## config.mk

```make
export PLATFORM = sky130hd
export DESIGN_NAME = uart_tx_arbiter
export DESIGN_NICKNAME = d
export VERILOG_FILES = /design/src/rtl/uart_tx_arbiter.sv
export SDC_FILE = /design/constraint.sdc
export NUM_CORES = 1
export LEC_CHECK = 0
export ABC_AREA = 1
export BUFFER_PORTS_ARGS = -buffer_cell sky130_fd_sc_hd__buf_2
export CAP_MARGIN = 20
export CORE_ASPECT_RATIO = 0.75
export CORE_UTILIZATION = 48
export DETAILED_ROUTE_END_ITERATION = 7
export PLACE_DENSITY = 0.77
export SLEW_MARGIN = 20
export SYNTH_ARGS = -nofsm -noshare
export SYNTH_HDL_FRONTEND = slang
export SYNTH_SLANG_ARGS = --single-unit
export TNS_END_PERCENT = 5
```

## constraint.sdc

```tcl
create_clock -name Clock -period 2.1 [get_ports Clock]
set_input_delay 0.21 -clock Clock [delete_from_list [all_inputs] [get_ports Clock]]
set_output_delay 0.21 -clock Clock [all_outputs]
set_load 0.03 [all_outputs]
```

## src/rtl/uart_tx_arbiter.sv

```systemverilog
// Round-robin, packet-granular arbiter sharing one UART byte transmitter among
// NumPorts requesters; each granted burst is prefixed with an 8'hA0|port header.
module uart_tx_arbiter #(
  parameter int NumPorts = 4,
  parameter int MaxBurst = 64
) (
  input  logic                    Clock,
  input  logic                    Reset,
  input  logic [8*NumPorts-1:0]   InData,
  input  logic [NumPorts-1:0]     InLast,
  input  logic [NumPorts-1:0]     InValid,
  output logic [NumPorts-1:0]     InReady,
  output logic [7:0]              TxData,
  output logic                    TxValid,
  input  logic                    TxReady,
  output logic [NumPorts-1:0]     Grant,
  output logic                    Busy
);

  localparam int IdxW = $clog2(NumPorts);

  localparam logic [1:0] S_IDLE   = 2'd0;
  localparam logic [1:0] S_HEADER = 2'd1;
  localparam logic [1:0] S_BODY   = 2'd2;

  logic [1:0]          r_state;
  logic [NumPorts-1:0] r_grant;
  logic [IdxW-1:0]     r_grant_idx;
  logic [IdxW-1:0]     r_last_grant;
  logic [7:0]          r_count;

  logic                w_found;
  logic [IdxW-1:0]     w_next_idx;
  logic [IdxW-1:0]     w_cand;
  logic                w_owner_valid;
  logic                w_owner_last;
  logic                w_body_hs;
  logic                w_burst_end;
  logic [7:0]          w_count_next;

  // Search upward from the port after the previous owner, wrapping around.
  always_comb begin
    // NOTE: every always_comb output gets a default first so no path leaves it
    // unassigned, which would otherwise infer a latch.
    w_found    = 1'b0;
    w_next_idx = '0;
    w_cand     = '0;
    for (int k = 1; k <= NumPorts; k++) begin
      w_cand = IdxW'((int'(r_last_grant) + k) % NumPorts);
      if (!w_found && InValid[w_cand]) begin
        w_found    = 1'b1;
        w_next_idx = w_cand;
      end
    end
  end

  assign w_owner_valid = InValid[r_grant_idx];
  assign w_owner_last  = InLast[r_grant_idx];
  assign w_body_hs     = (r_state == S_BODY) && w_owner_valid && TxReady;
  assign w_count_next  = r_count + 8'd1;
  assign w_burst_end   = w_owner_last || (w_count_next == 8'(MaxBurst));

  // Data path is purely combinational: InReady never looks at InValid, and
  // TxValid never looks at TxReady.
  always_comb begin
    TxData  = 8'h00;
    TxValid = 1'b0;
    InReady = '0;
    case (r_state)
      S_HEADER: begin
        TxData  = 8'hA0 | 8'(r_grant_idx);
        TxValid = 1'b1;
      end
      S_BODY: begin
        TxData  = InData[{r_grant_idx, 3'b000} +: 8];
        TxValid = w_owner_valid;
        InReady = r_grant & {NumPorts{TxReady}};
      end
      default: ;
    endcase
  end

  always_ff @(posedge Clock) begin
    // NOTE: state registers use non-blocking assignments so every register
    // samples pre-edge values regardless of statement order.
    if (Reset) begin
      r_state      <= S_IDLE;
      r_grant      <= '0;
      r_grant_idx  <= '0;
      r_last_grant <= IdxW'(NumPorts - 1);
      r_count      <= 8'd0;
    end else begin
      case (r_state)
        S_IDLE: begin
          if (w_found) begin
            r_grant     <= NumPorts'(1) << w_next_idx;
            r_grant_idx <= w_next_idx;
            r_count     <= 8'd0;
            r_state     <= S_HEADER;
          end
        end
        S_HEADER: begin
          if (TxReady) r_state <= S_BODY;
        end
        S_BODY: begin
          if (w_body_hs) begin
            r_count <= w_count_next;
            // A MaxBurst cut leaves the rest of the packet for the next grant.
            if (w_burst_end) begin
              r_state      <= S_IDLE;
              r_grant      <= '0;
              r_last_grant <= r_grant_idx;
            end
          end
        end
        default: r_state <= S_IDLE;
      endcase
    end
  end

  assign Grant = r_grant;
  assign Busy  = (r_state != S_IDLE);

endmodule
```

=== Word level (Yosys, flattened, before mapping) ===
Cells that the tools add are included.

* Register bits: 18
* Input port bits: 43
* Output and inout port bits: 18
* Word-level logic and storage cells: 77

* $add $sub $neg: 5
* $lt $le $gt $ge: 5
* Equal/unequal tests: 7
* Shift operators: 2
* Muxes and demuxes: 35
* Bitwise logic cells: 1
* Reductions and logical operators: 17

{| class="wikitable"
|+ Operators by type and width
! cell !! count
|-
| $pmux W8 S2 || 2
|-
| $shiftx A32 B6 Y8 || 1
|-
| $mux W2 || 8
|-
| $mux W4 || 4
|-
| $mux W8 || 2
|-
| $lt A2 B3 Y1 const B || 5
|-
| $bmux W1 S2 || 6
|-
| $mux W1 || 10
|-
| $add A8 B1 Y8 const B || 1
|-
| $eq A8 B7 Y1 const B || 1
|-
| $ne A2 B2 Y1 const B || 4
|-
| $pmux W4 S2 || 1
|-
| $reduce_and A4 Y1 || 2
|-
| $pmux W2 S3 || 1
|-
| $reduce_and A3 Y1 || 2
|-
| $logic_and A1 B1 Y1 || 5
|-
| $add A2 B1 Y2 const B || 2
|-
| $add A2 B2 Y2 const B || 2
|-
| $and A4 B4 Y4 || 1
|-
| $reduce_bool A2 Y1 || 2
|-
| $shl A1 B2 Y4 const A || 1
|-
| $logic_not A1 Y1 || 3
|-
| $eq A2 B1 Y1 const B || 1
|-
| $eq A2 B2 Y1 const B || 1
|-
| other kinds (4) || 4
|}

=== Depth between registers and ports, before layout ===
Gate-level depths: netlist (run 1).

* Word-level depth: 16
* Depth in mapped cells: 14
* Gate-level depth less buffers: 13

=== Worst setup path after synthesis (run 1) ===
OpenSTA, ideal clock, no wires.

* Path kind: flip-flop to output port
* Start: register r_state[0]
* End: output port TxValid
* Arrival: 1.681 ns
* Required time: 1.890 ns
* Path slack: 0.209 ns
* Stages on the path, launching flop included: 6
* Path buffers: 1
* Cell sequence: dfxtp_1 inv_1 ha_1 buf_2 nand2_1 o21ai_0

* Longest elaborated chain between the ends: 2
* Elaborated cells between the ends (all ways): 3
* Classes of those cells: eq/ne (2); mux (1)

{| class="wikitable"
|+ Ends and longest elaborated chain
! element !! line !! source
|-
| start, declared || 26 || <nowiki>logic [1:0] r_state;</nowiki>
|-
| start signal, assigned || 87 || <nowiki>r_state <= S_IDLE;</nowiki>
|-
| start signal, assigned || 99 || <nowiki>r_state <= S_HEADER;</nowiki>
|-
| start signal, assigned || 103 || <nowiki>if (TxReady) r_state <= S_BODY;</nowiki>
|-
| $eq A2 B2 Y1 / $eq A2 B1 Y1 (equally long branches) || 69 || <nowiki>case (r_state)</nowiki>
|-
| $pmux W1 S2 (*) || 69 ||
|-
| end, declared || 14 || <nowiki>output logic TxValid,</nowiki>
|}

Every way passes the cells marked *; elsewhere a longest branch is shown, timed or not.

=== Worst setup path after layout (run 1) ===
Same ends and word-level chain as after synthesis.

==> metrics.log, run 1 <==
[metrics] IO Pins: 61
[metrics] TritonCTS clock tree: yes
[metrics] die outline height: 54.5 um
[metrics] sequential power share: 20.8%
[metrics] most frequently used cell type in the post-synthesis netlist: nand2_1
[metrics] Min-Delay Path Depth: 2
[metrics] simple-gate share of the synthesized area: 45.7%
[metrics] finished layout cell area: 0.00214 mm2
[metrics] CTS Root Buffer Type: clkbuf_8
[metrics] number of warning messages in the yosys log: 0
[metrics] clock buffer depth: 2
[metrics] maximum clock frequency: 527 MHz
[metrics] IR Drop Worst-Case VDD: 0.813 mV
[metrics] total via count in the routed design: 1,980
[metrics] number of enable-type register cells in the synthesized netlist: 0
[metrics] clock period minus final worst setup slack: 1.90 ns
[metrics] Port-buffer cells: 60
[metrics] slew at the pin with the worst max-slew slack: 0.400 ns
[metrics] vias in the first global route: 1,689
[metrics] clock network fraction of total power: 8.8%
[metrics] antenna violation net count after detailed routing: 0
[metrics] Final Max Tran Viols: 0
[metrics] final weighted congestion in routability-driven placement: 0.813
[metrics] Sum Neg Setup Slack: 0 ns
[metrics] max cap viols: 0
[metrics] Fin Clk Skew: 0.00285 ns
[metrics] core region area: 0.00340 mm2
[metrics] total nets after synthesis: 337
[metrics] Post-DP Area: 0.00210 mm2
[metrics] # rows: 18
[metrics] Yosys reg bits: 18
[metrics] leakage dissipation: 1.12 nW
[metrics] outcome: finished clean
[metrics] Slew HR: 73.3%
[metrics] largest net degree at the start of global routing: 20
[metrics] launch point of the worst hold path: Reset
[metrics] Reg-to-Reg End: Grant[1]$_SDFFE_PP0P_
[metrics] antenna violations before repair: 0
[metrics] critical path capture point type: output port
[metrics] total of cells resized after clock tree synthesis: 0
[metrics] hold slack final: 0.180 ns
[metrics] largest cells by area after synthesis: dfxtp_1 20%, nand2_1 14%, nor2_1 8.5%
[metrics] number of placed instances with taps included: 396
[metrics] Overflow after GRT: 0
[metrics] estimated wirelength of the detail-placed design: 3420 um
[metrics] wire length of the first global-routing pass: 6940 um
[metrics] internal power summed over all cells: 1.24 mW
[metrics] most frequently used flop master after synthesis: dfxtp_1
[metrics] number of levels in the clock H-tree: 1
[metrics] hold bufs inserted after CTS: 0
[metrics] kind of path behind the tightest hold check: in -> reg
[metrics] GRT Total Usage: 22.6%
[metrics] RSZ-0062 raised after global routing: no
[metrics] worst flop-to-flop path startpoint: r_last_grant[0]$_SDFFE_PP1P_
[metrics] count of different cell masters after synthesis: 34
[metrics] share of the synthesized area in the top cell type: 20.5%
[metrics] critical-path maximum fanout: 11
[metrics] clock slew at reported path FFs: 0.07 ns
[metrics] clk_lat worst skew: 0.25 ns
[metrics] proportion of synthesized area in mux cells: 0%
[metrics] net switching fraction of the power: 55.0%
[metrics] count of antenna diodes in the layout: 0
[metrics] drt first pass iters: 4
[metrics] number of DRC violations after detailed routing: 0
[metrics] Avg WL per Cell: 10.4 um
[metrics] post-synthesis instance total: 290
[metrics] final count of negative-setup-slack endpoints: 0
[metrics] arrival time reported for the critical path endpoint: 1.69 ns
[metrics] total wirelength of the detailed-routed design: 4130 um
[metrics] Setup Crit Path Kind: reg -> out
[metrics] proportion of register bits with asynchronous set or reset after synthesis: 0%
[metrics] net switching power: 1.51 mW
[metrics] final cell utilization of the core: 63.0%
[metrics] xor/xnor share of the synthesized area: 0%
[metrics] CTS buffer count: 3
[metrics] post-synthesis instance area: 0.00176 mm2
[metrics] P&R area growth vs syn: 21.7%
[metrics] cell type with the largest total area after synthesis: dfxtp_1
[metrics] Iteration-0 DRC Markers: 73
[metrics] combinational cell fraction of total power: 70.4%
[metrics] power density relative to cell area: 1280 mW/mm2
[metrics] Compound-Gate Fraction of Synth Area: 18.8%
[metrics] # clock sinks: 18
[metrics] reg2reg setup slack: 0.26 ns
[metrics] number of nets in the layout: 398
[metrics] most instantiated cells after synthesis: 67 x nand2_1, 40 x nor2_1, 33 x inv_1
[metrics] die area: 0.00392 mm2
[metrics] largest family of logic cells by synthesized area: simple AND/OR/NAND/NOR gates
[metrics] sequential share of the synthesized area: 20.5%
[metrics] initial cell density of the core: 51.8%
[metrics] final number of hold-violating endpoints: 0
[metrics] hold path endpoint: Grant[0]$_SDFFE_PP0P_
[metrics] per-cell via count in the routed design: 4.96
[metrics] Setup crit start kind: flop
[metrics] post-route fraction of the period consumed by the critical path: 90.4%
[metrics] Synth Area in Adders: 2.84%
[metrics] die span in x: 72.0 um
[metrics] cell count of the worst reg-to-reg path: 12
[metrics] fraction of final layout cells sized beyond drive strength 1: 29.8%
[metrics] mean cell area of the mapped netlist: 6.07 um2
[metrics] CP Data Required Time: 1.89 ns
[metrics] Layout Cells excl Fill: 399
[metrics] number of post-CTS setup repair buffers: 0
state kept, by name (all words and copies together) (netlist names):
name	cells
r_last_grant	2
r_state	2
r_count	8
r_grant_idx	2
Grant	4
cells by family after synthesis:
family	after synthesis
AOI/OAI and AO/OA	56
and+or+nand+nor	165
adders and majority gates	4
buffers and inverters	47
DFF	18
metrics by stage:
stage	total power [mW]	setup slack [ns]
floorplan	2.13	0.209
global placement	2.48	0.339
detailed placement	2.50	0.252
CTS	2.75	0.193
global route	3.03	0.00512
finish	2.75	0.202
cell usage in the layout, fill, tap and decap left out, drive strengths merged, types with 2 or more instances in the layout:
cell,n
nand2,84
dfxtp,18
o211ai,2
nor2,47
clkbuf,3
buf,66
ha,4
nand3,27
a21oi,18
o21ai,29
inv,37
nand4,4
o22ai,4
layer usage:
metal / up-vias / track usage (%) / part of all wire, %
li1: 1050 / - / -
met1: 875 / 30.0 / 53
met2: 53 / 38.8 / 43
met3: 2 / 4.60 / 3.9
met4: 0 / 4.58 / 0.19
met5: - / 0 / 0
worst max-delay path: stages, from the launching register on:
cell	delay, ns
dfxtp_1	0.32
inv_1	0.08
ha_1	0.17
buf_4	0.22
nand2_1	0.16
o21ai_0	0.25
buf_2	0.24
worst max-delay path by stage:
stage / slack [ns] / cells past startpoint / end / startpoint
after CTS: 0.19 / 6 / TxValid / r_state[0]$_SDFFE_PP0P_
after floorplan: 0.21 / 5 / TxValid / r_state[0]$_SDFFE_PP0P_
final: 0.20 / 6 / TxValid / r_state[0]$_SDFFE_PP0P_
after global placement: 0.34 / 11 / r_count[3]$_SDFFE_PP0P_ / r_last_grant[0]$_SDFFE_PP1P_
after global routing: 0.005 / 11 / r_count[6]$_SDFFE_PP0P_ / r_last_grant[0]$_SDFFE_PP1P_
after detailed placement: 0.25 / 12 / Grant[1]$_SDFFE_PP0P_ / r_last_grant[0]$_SDFFE_PP1P_
power by group through the flow:
stage / clock (mW) / sequential, mW / combinational (mW)
after CTS: 0.250 / 0.568 / 1.93
final: 0.240 / 0.571 / 1.93
after floorplan: 0 / 0.584 / 1.54
after global placement: 0 / 0.573 / 1.90
after global routing: 0.258 / 0.589 / 2.18
after detailed placement: 0 / 0.576 / 1.92
final cells by class:
cell class,count,area [um2]
fill,316,1260
multi-input combinational,225,1180
sequential,18,360
timing repair buffer,66,345
inverter,37,149
tap,50,62.6
clock buffer,3,41.3
Note: power is estimated with default switching activity, not from simulation.
==> run 2: changes to the inputs <==
==> constraint.sdc (replaced) <==
create_clock -name Clock -period 2.1 [get_ports Clock]
set_input_delay 0.105 -clock Clock [delete_from_list [all_inputs] [get_ports Clock]]
set_output_delay 0.105 -clock Clock [all_outputs]
set_load 0.03 [all_outputs]
==> run 2 against run 1 <==
Effect of this change: setup slack better by 0.045 ns; non-clock buffer count increased by 1; via count is 1.4% higher; combinational power rose by 2%; critical path depth increased by 6; final cell count increased by 0.50%; critical endpoint is now Grant[0]$_SDFFE_PP0P_.
==> metrics.log, run 2 (synthesis results as in run 1) <==
[metrics] wire length of the first global-routing pass: 7330 um (+5.6%)
[metrics] cell count of the worst reg-to-reg path: 12 (unchanged)
[metrics] final number of hold-violating endpoints: 0 (unchanged)
[metrics] register with the highest flop count: r_count
[metrics] Worst Path Buf+Inv: 2 (-1)
[metrics] number of levels in the clock H-tree: 1 (unchanged)
[metrics] Slew HR: 72.8% (-0.52 points)
[metrics] endpoint of the worst setup timing path: Grant[0]$_SDFFE_PP0P_
[metrics] final weighted congestion in routability-driven placement: 0.812 (-0.17%)
[metrics] hold bufs inserted after CTS: 0 (unchanged)
[metrics] CTS buffer count: 3 (unchanged)
[metrics] cell repeated most along the worst path: nand2_2
[metrics] total of cells resized after clock tree synthesis: 0 (unchanged)
[metrics] antenna violations before repair: 0 (unchanged)
[metrics] core region area: 0.00340 mm2 (unchanged)
[metrics] Layout Cells excl Fill: 401 (+0.50%)
[metrics] net switching fraction of the power: 54.7% (-0.29 points)
[metrics] cell type group with the largest total delay on the critical path: simple AND/OR/NAND/NOR gates
[metrics] GRT Total Usage: 23.9% (+1.2 points)
[metrics] slew at the pin with the worst max-slew slack: 0.407 ns (+0.00779 ns)
[metrics] power density relative to cell area: 1310 mW/mm2 (+2.3%)
[metrics] max FFs per register: 8 (unchanged)
[metrics] Final Max Tran Viols: 0 (unchanged)
[metrics] worst-path cell with the longest stage delay: dfxtp_1
[metrics] startpoint of the worst setup timing path: r_last_grant[0]$_SDFFE_PP1P_
[metrics] number of DRC violations after detailed routing: 0 (unchanged)
[metrics] commonest non-fill, non-tap cells in the layout: 67 x nand2_1, 60 x buf_2, 40 x nor2_1
[metrics] post-route fraction of the period consumed by the critical path: 88.2% (-2.1 points)
[metrics] total via count in the routed design: 2,008 (+1.4%)
[metrics] met1 GRT Util: 32.7% (+2.7 points)
[metrics] maximum clock frequency: 540 MHz (+2.4%)
[metrics] critical-path maximum fanout: 11 (unchanged)
[metrics] die outline height: 54.5 um (unchanged)
[metrics] fraction of final layout cells sized beyond drive strength 1: 30.2% (+0.40 points)
[metrics] sequential power share: 20.2% (-0.6 points)
[metrics] CTS Root Buffer Type: clkbuf_8
[metrics] Setup crit start kind: flop
[metrics] combinational cell fraction of total power: 69.4% (-1.0 points)
[metrics] launch point of the worst hold path: Reset
[metrics] per-cell via count in the routed design: 5.01 (+0.91%)
[metrics] internal power summed over all cells: 1.29 mW (+4.0%)
[metrics] met3 capacity usage during global routing: 4.42% (-0.18 points)
[metrics] pre-CTS WS: 0.272 ns (+0.0202 ns)
[metrics] IO Pins: 61 (unchanged)
[metrics] finished layout cell area: 0.00216 mm2 (+0.99%)
[metrics] most frequent standard cell in the layout excluding fill and tap cells: nand2_1
[metrics] # clock sinks: 18 (unchanged)
[metrics] number of nets in the layout: 399 (+0.25%)
[metrics] largest net degree at the start of global routing: 20 (unchanged)
[metrics] arrival time reported for the critical path endpoint: 2.05 ns (+0.36 ns)
[metrics] critical path capture point type: flop
[metrics] worst flop-to-flop path startpoint: r_last_grant[0]$_SDFFE_PP1P_
[metrics] worst path cell trace: inv_8, nand2_2, nand2_2, nand2_2, nand2_4, nor2_8, nand4_4, nand2_4, inv_2, nand2_2, nand2_1, a21oi_1
[metrics] total wirelength of the detailed-routed design: 4410 um (+6.7%)
[metrics] RSZ-0062 raised after global routing: no
[metrics] count of antenna diodes in the layout: 0 (unchanged)
[metrics] total stage count of the critical path: 12 (+6)
[metrics] Fin Clk Skew: 0.00133 ns (-0.00152 ns)
[metrics] Avg WL per Cell: 11.0 um (+6.2%)
[metrics] number of post-CTS setup repair buffers: 0 (unchanged)
[metrics] clock period minus final worst setup slack: 1.85 ns (-0.0450 ns)
[metrics] met2 Use GR: 40.6% (+1.7 points)
[metrics] antenna violation net count after detailed routing: 0 (unchanged)
[metrics] Overflow after GRT: 0 (unchanged)
[metrics] clk_lat worst skew: 0.26 ns (about the same)
[metrics] P&R area growth vs syn: 22.9%
[metrics] Port-buffer cells: 60 (unchanged)
[metrics] drt first pass iters: 4 (unchanged)
[metrics] max cap viols: 0 (unchanged)
[metrics] die area: 0.00392 mm2 (unchanged)
[metrics] most used routing layer in global routing: met2
[metrics] net switching power: 1.55 mW (+2.8%)
[metrics] Post-DP Area: 0.00211 mm2 (+0.36%)
[metrics] clock slew at reported path FFs: 0.07 ns (about the same)
[metrics] number of placed instances with taps included: 397 (+0.25%)
[metrics] clock network fraction of total power: 10.4% (+1.6 points)
[metrics] estimated wirelength of the detail-placed design: 3560 um (+3.9%)
[metrics] initial cell density of the core: 51.8% (unchanged)
[metrics] die span in x: 72.0 um (unchanged)
[metrics] Iteration-0 DRC Markers: 109 (+49%)
[metrics] TritonCTS clock tree: yes
[metrics] final count of negative-setup-slack endpoints: 0 (unchanged)
[metrics] outcome: finished clean
[metrics] kind of path behind the tightest hold check: in -> reg
[metrics] IR Drop Worst-Case VDD: 0.642 mV (-21%)
[metrics] vias in the first global route: 1,692 (+0.18%)
[metrics] Setup WS post-layout: 0.247 ns (+0.0450 ns)
[metrics] delay of the slowest cell on the worst path: 0.57 ns (+0.25 ns)
[metrics] Reg-to-Reg End: Grant[0]$_SDFFE_PP0P_
[metrics] reg2reg setup slack: 0.25 ns (about the same)
[metrics] # rows: 18 (unchanged)
[metrics] leakage dissipation: 1.13 nW (+1.1%)
[metrics] final cell utilization of the core: 63.6% (+0.63 points)
[metrics] Sum Neg Setup Slack: 0 ns (unchanged)
[metrics] CP Data Required Time: 2.29 ns (+0.40 ns)
[metrics] Setup Crit Path Kind: reg -> reg
[metrics] clock buffer depth: 2 (unchanged)
run 2: metrics by stage:
step           power [mW]  hold slack (ns)
4_1_cts              2.83           0.0600
5_1_grt              3.12           0.0727
3_3_place_gp         2.49            0.333
2_1_floorplan        2.13            0.174
6_report             2.84           0.0651
3_5_place_dp         2.53            0.333
run 2: power groups by stage:
stage               registers [mW]  logic (mW)  clock network (mW)
finish                       0.573        1.97               0.295
global route                 0.594        2.22               0.309
CTS                          0.570        1.96               0.299
detailed placement           0.577        1.95                   0
global placement             0.574        1.91                   0
floorplan                    0.584        1.54                   0
run 2: worst reg2reg max path: stages (launching register included):
cell	delay (ns)
dfxtp_1	0.57
inv_8	0.10
nand2_2	0.09
nand2_2	0.06
nand2_2	0.09
nand2_4	0.08
nor2_8	0.12
nand4_4	0.10
nand2_4	0.17
inv_2	0.11
nand2_2	0.11
nand2_1	0.06
a21oi_1	0.13
run 2: cell type report:
class | instances | area, um2
Fill cell | 342 | 1240
Inverter | 37 | 149
Tap cell | 50 | 62.6
Clock buffer | 4 | 55.1
Timing Repair Buffer | 67 | 353
Multi-Input combinational cell | 225 | 1180
Sequential cell | 18 | 360
run 2: routing by layer:
metal | share of wire [%] | up-vias
li1 | - | 1059
met1 | 50 | 897
met2 | 45 | 52
met3 | 4.5 | 0
met4 | 0 | 0
met5 | 0 | -
run 2: how the worst min path moves through the flow:
stage	end	slack, ns	cells past startpoint
2_1_floorplan	Grant[0]$_SDFFE_PP0P_	0.17	1
3_3_place_gp	Grant[1]$_SDFFE_PP0P_	0.33	2
3_5_place_dp	Grant[2]$_SDFFE_PP0P_	0.33	2
4_1_cts	Grant[2]$_SDFFE_PP0P_	0.06	2
5_1_grt	Grant[1]$_SDFFE_PP0P_	0.07	2
6_report	Grant[3]$_SDFFE_PP0P_	0.07	2
